`config.mk`:
```
export PLATFORM = sky130hd
export DESIGN_NAME = mesh_boot_sequencer
export DESIGN_NICKNAME = d
export VERILOG_FILES = /design/src/rtl/mesh_boot_sequencer_pkg.sv /design/src/rtl/mesh_boot_sequencer_sync_fifo.sv /design/src/rtl/mesh_boot_sequencer.sv
export SDC_FILE = /design/constraint.sdc
export NUM_CORES = 1
export LEC_CHECK = 0
export ABC_AREA = 1
export CAP_MARGIN = 0
export CORE_MARGIN = 1
export CORE_UTILIZATION = 56
export DETAILED_ROUTE_END_ITERATION = 7
export PLACE_DENSITY = 0.79
export SLEW_MARGIN = 25
export SYNTH_ARGS = -nofsm -noshare
export SYNTH_HDL_FRONTEND = slang
export SYNTH_SLANG_ARGS = --single-unit
export TNS_END_PERCENT = 20
```
`constraint.sdc`:
```
create_clock -name clock -period 3.4 [get_ports clock]
set_input_delay 0.85 -clock clock [delete_from_list [all_inputs] [get_ports clock]]
set_output_delay 0.85 -clock clock [all_outputs]
set_load 0.01 [all_outputs]
```
`src/rtl/mesh_boot_sequencer_pkg.sv`:
```
// mesh_boot_pkg
//   Shared types and constants for the mesh boot sequencer: the sequencer
//   state encoding and the command opcodes understood by real_cores_mesh.
package mesh_boot_pkg;

  typedef enum logic [1:0] {
    IDLE,
    RST_PH,
    START_PH,
    DONE
  } state_t;

  localparam logic [3:0] OP_RESET = 4'b0011;
  localparam logic [3:0] OP_START = 4'b1010;
  localparam logic [3:0] OP_IDLE  = 4'b0000;

endpackage

```
`src/rtl/mesh_boot_sequencer_sync_fifo.sv`:
```
// sync_fifo
//   Single-clock FIFO with a registered read port, used to buffer the mesh
//   output stream until the host reads it.
// Ports
//   clock, RST      clock and synchronous active-low reset (empties the FIFO)
//   push, push_data write strobe and word; caller only pushes when not full or popping
//   pop             read strobe; caller only pops when not empty
//   full, empty     occupancy flags
//   rd_data         word popped on the previous cycle
//   rd_valid        one-cycle strobe qualifying rd_data
module sync_fifo #(
  parameter int DATA_WIDTH = 32,
  parameter int DEPTH      = 8
) (
  input  logic                  clock,
  input  logic                  RST,
  input  logic                  push,
  input  logic [DATA_WIDTH-1:0] push_data,
  input  logic                  pop,
  output logic                  full,
  output logic                  empty,
  output logic [DATA_WIDTH-1:0] rd_data,
  output logic                  rd_valid
);

  localparam int PTR_W = $clog2(DEPTH);

  // Pointers carry one extra wrap bit so full and empty are distinguishable
  // when the low bits match.
  logic [PTR_W:0]          wr_ptr_q, wr_ptr_d;
  logic [PTR_W:0]          rd_ptr_q, rd_ptr_d;
  logic [DATA_WIDTH-1:0]   mem_q [DEPTH];
  logic [DATA_WIDTH-1:0]   mem_d [DEPTH];
  logic [DATA_WIDTH-1:0]   rd_data_q, rd_data_d;
  logic                    rd_valid_q, rd_valid_d;

  assign empty    = (wr_ptr_q == rd_ptr_q);
  assign full     = (wr_ptr_q[PTR_W] != rd_ptr_q[PTR_W]) &&
                    (wr_ptr_q[PTR_W-1:0] == rd_ptr_q[PTR_W-1:0]);
  assign rd_data  = rd_data_q;
  assign rd_valid = rd_valid_q;

  // A push and pop on a full FIFO hit the same slot: the read takes the old
  // word from mem_q while the new word lands in mem_d, so order is preserved.
  always_comb begin
    mem_d      = mem_q;
    wr_ptr_d   = wr_ptr_q;
    rd_ptr_d   = rd_ptr_q;
    rd_data_d  = rd_data_q;
    rd_valid_d = pop;
    if (push) begin
      mem_d[wr_ptr_q[PTR_W-1:0]] = push_data;
      wr_ptr_d = wr_ptr_q + 1'b1;
    end
    if (pop) begin
      rd_data_d = mem_q[rd_ptr_q[PTR_W-1:0]];
      rd_ptr_d  = rd_ptr_q + 1'b1;
    end
  end

  always_ff @(posedge clock) begin
    if (!RST) begin
      wr_ptr_q   <= '0;
      rd_ptr_q   <= '0;
      rd_data_q  <= '0;
      rd_valid_q <= 1'b0;
    end else begin
      wr_ptr_q   <= wr_ptr_d;
      rd_ptr_q   <= rd_ptr_d;
      rd_data_q  <= rd_data_d;
      rd_valid_q <= rd_valid_d;
    end
  end

  // Storage needs no reset; the pointers define which entries are live.
  always_ff @(posedge clock) begin
    mem_q <= mem_d;
  end

endmodule

```
`src/rtl/mesh_boot_sequencer.sv`:
```
// mesh_boot_sequencer
//   Boots the real-core mesh: on go, issues a reset command to every enabled
//   core, then a start command with that core's entry PC, over a valid/ready
//   command channel. Also buffers the mesh's output stream for host reads.
// Ports
//   clock, RST             clock and synchronous active-low reset
//   go, core_mask          boot request and per-core enable (captured on go)
//   cmd_valid, cmd_ready   command handshake towards the mesh
//   operation, core_ID     command opcode and target core
//   ON, reset, start       core power / reset / start controls
//   prog_address           start PC for OP_START commands
//   busy, done             sequence running / sequence complete
//   mesh_data/valid/ready  mesh output stream into the buffer
//   rd_req, data, valid    host read request and registered read data
//   overflow_cnt           saturating count of words dropped on a full buffer
module mesh_boot_sequencer
  import mesh_boot_pkg::*;
#(
  parameter int          NUM_CORES       = 16,
  parameter int          ID_BITS         = 4,
  parameter int          LOCAL_ADDR_BITS = 22,
  parameter logic [31:0] ENTRY_OFFSET    = 32'h10,
  parameter int          ADDR_WIDTH      = 32,
  parameter int          DATA_WIDTH      = 32,
  parameter int          FIFO_DEPTH      = 8
) (
  input  logic                  clock,
  input  logic                  RST,
  input  logic                  go,
  input  logic [NUM_CORES-1:0]  core_mask,
  output logic                  cmd_valid,
  input  logic                  cmd_ready,
  output logic [3:0]            operation,
  output logic [ID_BITS-1:0]    core_ID,
  output logic                  ON,
  output logic                  reset,
  output logic                  start,
  output logic [ADDR_WIDTH-1:0] prog_address,
  output logic                  busy,
  output logic                  done,
  input  logic [DATA_WIDTH-1:0] mesh_data,
  input  logic                  mesh_valid,
  output logic                  mesh_ready,
  input  logic                  rd_req,
  output logic [DATA_WIDTH-1:0] data,
  output logic                  valid,
  output logic [15:0]           overflow_cnt
);

  state_t                  state_q, state_d;
  logic [ID_BITS-1:0]      idx_q, idx_d;
  logic [NUM_CORES-1:0]    mask_q, mask_d;
  logic                    cmd_valid_q, cmd_valid_d;
  logic [3:0]              operation_q, operation_d;
  logic [ID_BITS-1:0]      core_id_q, core_id_d;
  logic                    on_q, on_d;
  logic                    reset_q, reset_d;
  logic                    start_q, start_d;
  logic [ADDR_WIDTH-1:0]   prog_address_q, prog_address_d;
  logic                    busy_q, busy_d;
  logic                    done_q, done_d;
  logic                    advance;
  logic                    last_idx;

  logic                    fifo_push, fifo_pop, fifo_full, fifo_empty;
  logic [15:0]             overflow_cnt_q, overflow_cnt_d;

  function automatic logic [ADDR_WIDTH-1:0] entry_address(input logic [ID_BITS-1:0] id);
    return (ADDR_WIDTH'(id) << LOCAL_ADDR_BITS) + ADDR_WIDTH'(ENTRY_OFFSET);
  endfunction

  // Next state and index. In a phase, an index completes either because its
  // core is masked off (no command was raised) or because the mesh accepted
  // the command on this cycle.
  // The command registers are derived from the next state/index, so a command
  // is presented on the very cycle its index becomes current and stays
  // unchanged while stalled.
  always_comb begin
    state_d        = state_q;
    idx_d          = idx_q;
    mask_d         = mask_q;
    last_idx       = (idx_q == ID_BITS'(NUM_CORES - 1));
    advance        = ~cmd_valid_q | cmd_ready;

    case (state_q)
      IDLE, DONE: begin
        if (go) begin
          state_d = RST_PH;
          idx_d   = '0;
          mask_d  = core_mask;
        end
      end
      RST_PH, START_PH: begin
        if (advance) begin
          if (last_idx) begin
            idx_d   = '0;
            state_d = (state_q == RST_PH) ? START_PH : DONE;
          end else begin
            idx_d = idx_q + 1'b1;
          end
        end
      end
      default: state_d = IDLE;
    endcase

    cmd_valid_d    = 1'b0;
    operation_d    = OP_IDLE;
    core_id_d      = core_id_q;
    on_d           = on_q;
    reset_d        = 1'b0;
    start_d        = start_q;
    prog_address_d = prog_address_q;
    busy_d         = 1'b0;
    done_d         = 1'b0;

    case (state_d)
      RST_PH: begin
        busy_d    = 1'b1;
        core_id_d = idx_d;
        if (mask_d[idx_d]) begin
          cmd_valid_d = 1'b1;
          operation_d = OP_RESET;
          on_d        = 1'b1;
          reset_d     = 1'b1;
          start_d     = 1'b0;
        end
      end
      START_PH: begin
        busy_d    = 1'b1;
        core_id_d = idx_d;
        if (mask_d[idx_d]) begin
          cmd_valid_d    = 1'b1;
          operation_d    = OP_START;
          on_d           = 1'b1;
          reset_d        = 1'b0;
          start_d        = 1'b1;
          prog_address_d = entry_address(idx_d);
        end
      end
      DONE: done_d = 1'b1;
      default: ;
    endcase
  end

  always_ff @(posedge clock) begin
    if (!RST) begin
      state_q        <= IDLE;
      idx_q          <= '0;
      mask_q         <= '0;
      cmd_valid_q    <= 1'b0;
      operation_q    <= OP_IDLE;
      core_id_q      <= '0;
      on_q           <= 1'b0;
      reset_q        <= 1'b0;
      start_q        <= 1'b0;
      prog_address_q <= '0;
      busy_q         <= 1'b0;
      done_q         <= 1'b0;
    end else begin
      state_q        <= state_d;
      idx_q          <= idx_d;
      mask_q         <= mask_d;
      cmd_valid_q    <= cmd_valid_d;
      operation_q    <= operation_d;
      core_id_q      <= core_id_d;
      on_q           <= on_d;
      reset_q        <= reset_d;
      start_q        <= start_d;
      prog_address_q <= prog_address_d;
      busy_q         <= busy_d;
      done_q         <= done_d;
    end
  end

  assign cmd_valid    = cmd_valid_q;
  assign operation    = operation_q;
  assign core_ID      = core_id_q;
  assign ON           = on_q;
  assign reset        = reset_q;
  assign start        = start_q;
  assign prog_address = prog_address_q;
  assign busy         = busy_q;
  assign done         = done_q;

  // A read frees a slot in the same cycle, so a full buffer still accepts a
  // word when the host is popping.
  assign fifo_pop   = rd_req & ~fifo_empty;
  assign mesh_ready = ~fifo_full | fifo_pop;
  assign fifo_push  = mesh_valid & mesh_ready;

  always_comb begin
    overflow_cnt_d = overflow_cnt_q;
    if (mesh_valid && !mesh_ready && (overflow_cnt_q != 16'hFFFF)) begin
      overflow_cnt_d = overflow_cnt_q + 16'd1;
    end
  end

  always_ff @(posedge clock) begin
    if (!RST) begin
      overflow_cnt_q <= '0;
    end else begin
      overflow_cnt_q <= overflow_cnt_d;
    end
  end

  assign overflow_cnt = overflow_cnt_q;

  sync_fifo #(
    .DATA_WIDTH(DATA_WIDTH),
    .DEPTH     (FIFO_DEPTH)
  ) u_fifo (
    .clock    (clock),
    .RST      (RST),
    .push     (fifo_push),
    .push_data(mesh_data),
    .pop      (fifo_pop),
    .full     (fifo_full),
    .empty    (fifo_empty),
    .rd_data  (data),
    .rd_valid (valid)
  );

endmodule

```
# After elaboration in Yosys (flattened, before gate mapping)
# Index checks and enable logic that the tools add are counted.
# totals
register_bits,381
in_bits,54
out_inout_bits,96
elab_cells,99
# classes
n_eq_ne,13
muxes,28
bitwise_logic,9
n_reduce_logical,15
n_lt_le_gt_ge,4
n_addsub,5
# op_table
operator,count
$bwmux 256,1
$bmux 32 s3,1
$demux 32 s3,1
$mux 32,3
$mux 16,2
$add 26x5->27 const B,1
$add 16x1->16 const B,1
$mux 4,4
$ne 16x16->1 const B,1
$pmux 4 s2,2
$add 4x1->4 const B,3
$eq 2x2->1 const B,4
$ge 4x4->1 const B,2
$mux 2,4
$not 3->4,2
$reduce_and 2->1,4
$mux 1,7
$reduce_or 2->1,3
$lt 4x5->1 const B,1
$bmux 1 s4,1
$eq 2x1->1 const B,2
$eq 4x4->1,1
$eq 4x4->1 const B,1
$logic_and 1x1->1,4
other kinds (13),18

# Logic depth before layout (Yosys ltp)
# logic_depth
word_depth,8
mapped_depth,16
mapped_depth_nobuf,15

# By module
# A second synthesis with hierarchy kept.
# hier_totals
hier_cells,1584
hier_area_um2,15224.6
# modules_own_cells
module,n_inst,cells_each,area_each_um2,seq_area_each_um2
sync_fifo,1,1211,12454.4,8508.2
mesh_boot_sequencer,1,373,2770.2,1121.1

# Least setup slack after synthesis
# OpenSTA, ideal clock, no wires.
# synth_path
path_type,input-to-reg
startpoint,in rd_req
endpoint,reg u_fifo.mem_q[100] (netlist bit) (enable)
t_arrival_ns,2.671
stages,6
t_required_ns,2.979
n_path_buf,0
setup_ns,0.421
slack_ns,0.308
path_cell_list,inv_1 -> nand3_4 -> nand2_1 -> inv_1 -> nand2_1 -> nor2_1
# synth_via
elab_chain_cells,3
# synth_lines
element,line,text
from (decl),mesh_boot_sequencer.sv:44,"input logic rd_req,"
$and 1x1->1,mesh_boot_sequencer.sv:187,assign fifo_pop = rd_req & ~fifo_empty;
$or 1x1->1,mesh_boot_sequencer.sv:188,assign mesh_ready = ~fifo_full | fifo_pop;
named net mesh_ready,mesh_boot_sequencer.sv:43,"output logic mesh_ready,"
$and 1x1->1,mesh_boot_sequencer.sv:189,assign fifo_push = mesh_valid & mesh_ready;
to (signal assigned),mesh_boot_sequencer_sync_fifo.sv:77,mem_q <= mem_d;
to (decl),mesh_boot_sequencer_sync_fifo.sv:32,logic [DATA_WIDTH-1:0] mem_q [DEPTH];
# The timed path passes the listed nets, and every way through them passes these cells.
# A chain may end at the register's enable or synchronous reset.

# Worst setup path after layout
# layout_path
startpoint,reg u_fifo.rd_ptr_q[0]
endpoint,out mesh_ready
# layout_via
elab_chain_cells,4
word_cells_on_any_way,7
classes_between,eq/ne: 2; bitwise: 4; reduce/logical: 1
# layout_lines
element,line,text
from (decl),mesh_boot_sequencer_sync_fifo.sv:31,"logic [PTR_W:0] rd_ptr_q, rd_ptr_d;"
from (signal assigned),mesh_boot_sequencer_sync_fifo.sv:69,rd_ptr_q <= rd_ptr_d;
$eq 4x4->1 or $eq 3x3->1 (tied branches),"mesh_boot_sequencer_sync_fifo.sv:37, mesh_boot_sequencer_sync_fifo.sv:39",
$not 1->1 or $logic_and 1x1->1 (tied branches),"mesh_boot_sequencer.sv:187, mesh_boot_sequencer_sync_fifo.sv:38",
$and 1x1->1 or $not 1->1 (tied branches),"mesh_boot_sequencer.sv:187, mesh_boot_sequencer.sv:188",
$or 1x1->1 (*),mesh_boot_sequencer.sv:188,
to (decl),mesh_boot_sequencer.sv:43,
# Every way passes the cells marked *; elsewhere a longest branch is shown, timed or not.

==> impl_metrics.env <==
export IMPL_status="complete, no violations"
export IMPL_p_int_w=0.00761
export IMPL_cp_required_ns=2.55
export IMPL_ys_ff_latch=353
export IMPL_viasPerCell=5.61
export IMPL_cts_buffers_inserted=36
export IMPL_syn_to_final_growth_pct=19.0
export IMPL_portBuffers=121
export IMPL_fin_crit_sh_pct=89.1
export IMPL_clk_path_buf_depth=3
export IMPL_synth_async_reset_ratio_pct=0
export IMPL_hpwl_mm=17.3
export IMPL_cts_hold_buf=0
export IMPL_pin_count=150
export IMPL_maxCapViolCount=0
export IMPL_clk_latency_ns=0.52
export IMPL_clockPowerShare_pct=38.6
export IMPL_grt_pass1_vias=9471
export IMPL_track_usage_pct=24.0
export IMPL_gp_congestion=0.850
export IMPL_cts_resized=0
export IMPL_p_comb_share_pct=12.8
export IMPL_antenna_found_initial=0
export IMPL_wire_per_inst_microns=17.6
export IMPL_whs_ns=0.465
export IMPL_ys_types=42
export IMPL_dr_pass1_iters=7
export IMPL_cts_sinks=353
export IMPL_drt_wl_total_mm=30.6
export IMPL_irDropWorstVdd_mv=0.498
export IMPL_setup_tns_ns=0
export IMPL_switchingPower_w=0.00246
export IMPL_ys_seq_area_share_pct=68.4
export IMPL_share_seq_of_total_power_pct=48.6
export IMPL_slew_headroom_pct=31.7
export IMPL_dieWidth_microns=161
export IMPL_synthTopCellsByArea="edfxtp_1, dfxtp_1, o21ai_0"
export IMPL_crit_path_max_fanout=41
export IMPL_clk_pin_slew_ns=0.06
export IMPL_antenna_cells=0
export IMPL_grt_max_degree=99
export IMPL_drc=0
export IMPL_grt_setup_unrepaired="false"
export IMPL_vias=9736
export IMPL_yosysTopAreaCell="edfxtp_1"
export IMPL_p_leak_nw=5.91
export IMPL_synth_cells=1273
export IMPL_setup_violations=0
export IMPL_hold_violations=0
export IMPL_start_util_pct=57.5
export IMPL_layout_drive_gt1_share_pct=8.92
export IMPL_placementRows=57
export IMPL_cts_tree="yes"
export IMPL_syn_cell_area_sq_um=14100
export IMPL_ant_nets=0
export IMPL_tightest_slew_ns=1.02
export IMPL_avgSynthCellArea_sq_um=11.1
export IMPL_max_freq_mhz=330
export IMPL_core_area_sq_um=24500
export IMPL_grt_pass1_wl_mm=48.7
export IMPL_skew_ns=0.0256
export IMPL_cts_root_buf="clkbuf_16"
export IMPL_synth_ff_type="edfxtp_1"
export IMPL_drt_iter0_markers=1030
export IMPL_endpoint_kind="primary output"
export IMPL_slew_viol_final=0
export IMPL_htreeDepth=2
export IMPL_synth_edff_count=256
export IMPL_synthDominantCellAreaShare_pct=54.6
export IMPL_postCtsSetupRepairBufs=0
export IMPL_startpoint_type="register"
export IMPL_hold_path_class="register to register"
export IMPL_powerDensity_nw_per_um2=601
export IMPL_crit_arrival_ns=2.18
export IMPL_yosysWarnings=0
export IMPL_worstSetupPathType="register to primary output"
export IMPL_switching_share_pct=24.4
export IMPL_dieArea_sq_um=25800
export IMPL_fin_nets=1449
export IMPL_grt_overflow_total=0
export IMPL_die_y_microns=161
export IMPL_finalWorstSetupSlack_ns=0.371
export IMPL_period_needed_ns=3.03
export IMPL_place_ws_ns=0.378
-- registers in the layout, indices dropped and copies added, names as in the netlist --
name and flops:
ON 1, busy 1, cmd_valid 1, core_ID 4, done 1, idx_q 4, mask_q 16, operation 3
overflow_cnt 16, prog_address 5, reset 1, start 1, state_q 2, u_fifo.mem_q 256, u_fifo.rd_data 32, u_fifo.rd_ptr_q 4
u_fifo.rd_valid 1, u_fifo.wr_ptr_q 4
-- final cells by class --
cell class                      instances  area, sq um
Tap cell                              324          405
Multi-Input combinational cell        793         3870
Sequential cell                       353         9630
Fill cell                            1755         7710
Clock buffer                           48         1020
Clock inverter                         15          169
Inverter                               55          208
Timing Repair Buffer                  148         1450
-- cell usage in the layout (no fill, tap or decap), types with 3 or more instances in the layout --
| cell type | instances |
|---|---|
| nor2_4 | 9 |
| clkbuf_1 | 6 |
| xor2_1 | 4 |
| inv_1 | 50 |
| clkbuf_16 | 37 |
| dfxtp_1 | 95 |
| or2_2 | 3 |
| o22ai_1 | 32 |
| nor2_1 | 172 |
| nand2_1 | 166 |
| clkinv_2 | 7 |
| inv_2 | 4 |
| or2_1 | 7 |
| clkdlybuf4s50_1 | 120 |
| a31oi_1 | 32 |
| a21oi_1 | 64 |
| conb_1 | 28 |
| buf_12 | 3 |
| o21ai_2 | 5 |
| ha_1 | 8 |
| clkbuf_8 | 5 |
| buf_4 | 24 |
| o21ai_0 | 184 |
| nand2_2 | 9 |
| bufinv_16 | 3 |
| nor3_1 | 12 |
| nand2_4 | 3 |
| edfxtp_1 | 256 |
| nand3_1 | 33 |
-- per-layer routing --
layer / vias to the layer above / wire (microns) / track usage, %
met2: 376 / 15000 / 40.5
met5: - / 0 / 0
met3: 60 / 1970 / 3.87
li1: 4631 / - / -
met4: 0 / 712 / 9.35
met1: 4669 / 12900 / 31.3
-- power groups by stage --
stage                     Combinational (W)  Clock, W  Sequential, W
after floorplan                    0.000789         0        0.00498
after global placement              0.00124         0        0.00498
after detailed placement            0.00128         0        0.00498
after CTS                           0.00129   0.00395        0.00489
after global routing                0.00143   0.00412        0.00491
final                               0.00129   0.00389        0.00490
-- critical path, cell delays in order (launching register included) --
cell and delay [ns]:
dfxtp_4 0.63, clkinv_2 0.12, nand2_1 0.09, a21oi_1 0.06, and2_4 0.16, nand3_4 0.07
clkdlybuf4s50_1 0.53
-- cells by family after synthesis --
family | synth area share (%)
other | 0.0266
and+or+nand+nor | 12.9
AOI/OAI and AO/OA | 12.2
xor gates and xnor gates | 0.373
adders and majority gates | 0.711
buffers and inverters | 5.25
muxes | 0.142
DFF | 68.4
-- final timing paths --
check / slack [ns] / end / cells after the start / from
setup / recovery: 0.37 / mesh_ready / 6 / u_fifo.rd_ptr_q[0]
setup reg to reg: 0.80 / u_fifo.mem_q[196] / 10 / u_fifo.rd_ptr_q[0]
hold / removal: 0.46 / start / 2 / start
hold reg to reg: 0.46 / start / 2 / start
-- cells in the mapped netlist (2+ instances only) --
| library cell | number |
|---|---|
| or2_1 | 7 |
| nor2_1 | 179 |
| nand2_1 | 166 |
| or2_2 | 3 |
| o21ai_0 | 184 |
| o21ai_2 | 5 |
| a31oi_1 | 32 |
| a21oi_1 | 64 |
| mux2i_1 | 2 |
| ha_1 | 8 |
| nand3_1 | 33 |
| edfxtp_1 | 256 |
| o21a_1 | 2 |
| o22ai_1 | 32 |
| xnor2_1 | 2 |
| nor4_1 | 2 |
| clkbuf_1 | 54 |
| nand2_2 | 9 |
| xor2_1 | 4 |
| nand2_4 | 3 |
| buf_4 | 30 |
| nor2_2 | 2 |
| buf_2 | 8 |
| buf_6 | 5 |
| inv_1 | 50 |
| buf_1 | 2 |
| o21ai_1 | 2 |
| nand4_1 | 2 |
| dfxtp_1 | 97 |
| inv_2 | 5 |
| nor3_1 | 12 |
-- through the flow --
stage	std cells	area [sq um]	total power, W	util, %
floorplan	1300	14200	0.00577	-
global placement	1673	15600	0.00621	63.6
detailed placement	1673	15600	0.00626	63.6
CTS	1736	16800	0.0101	68.5
global route	1736	16800	0.0105	68.5
finish	1736	16800	0.0101	68.5
(Power assumes the default switching activity.)
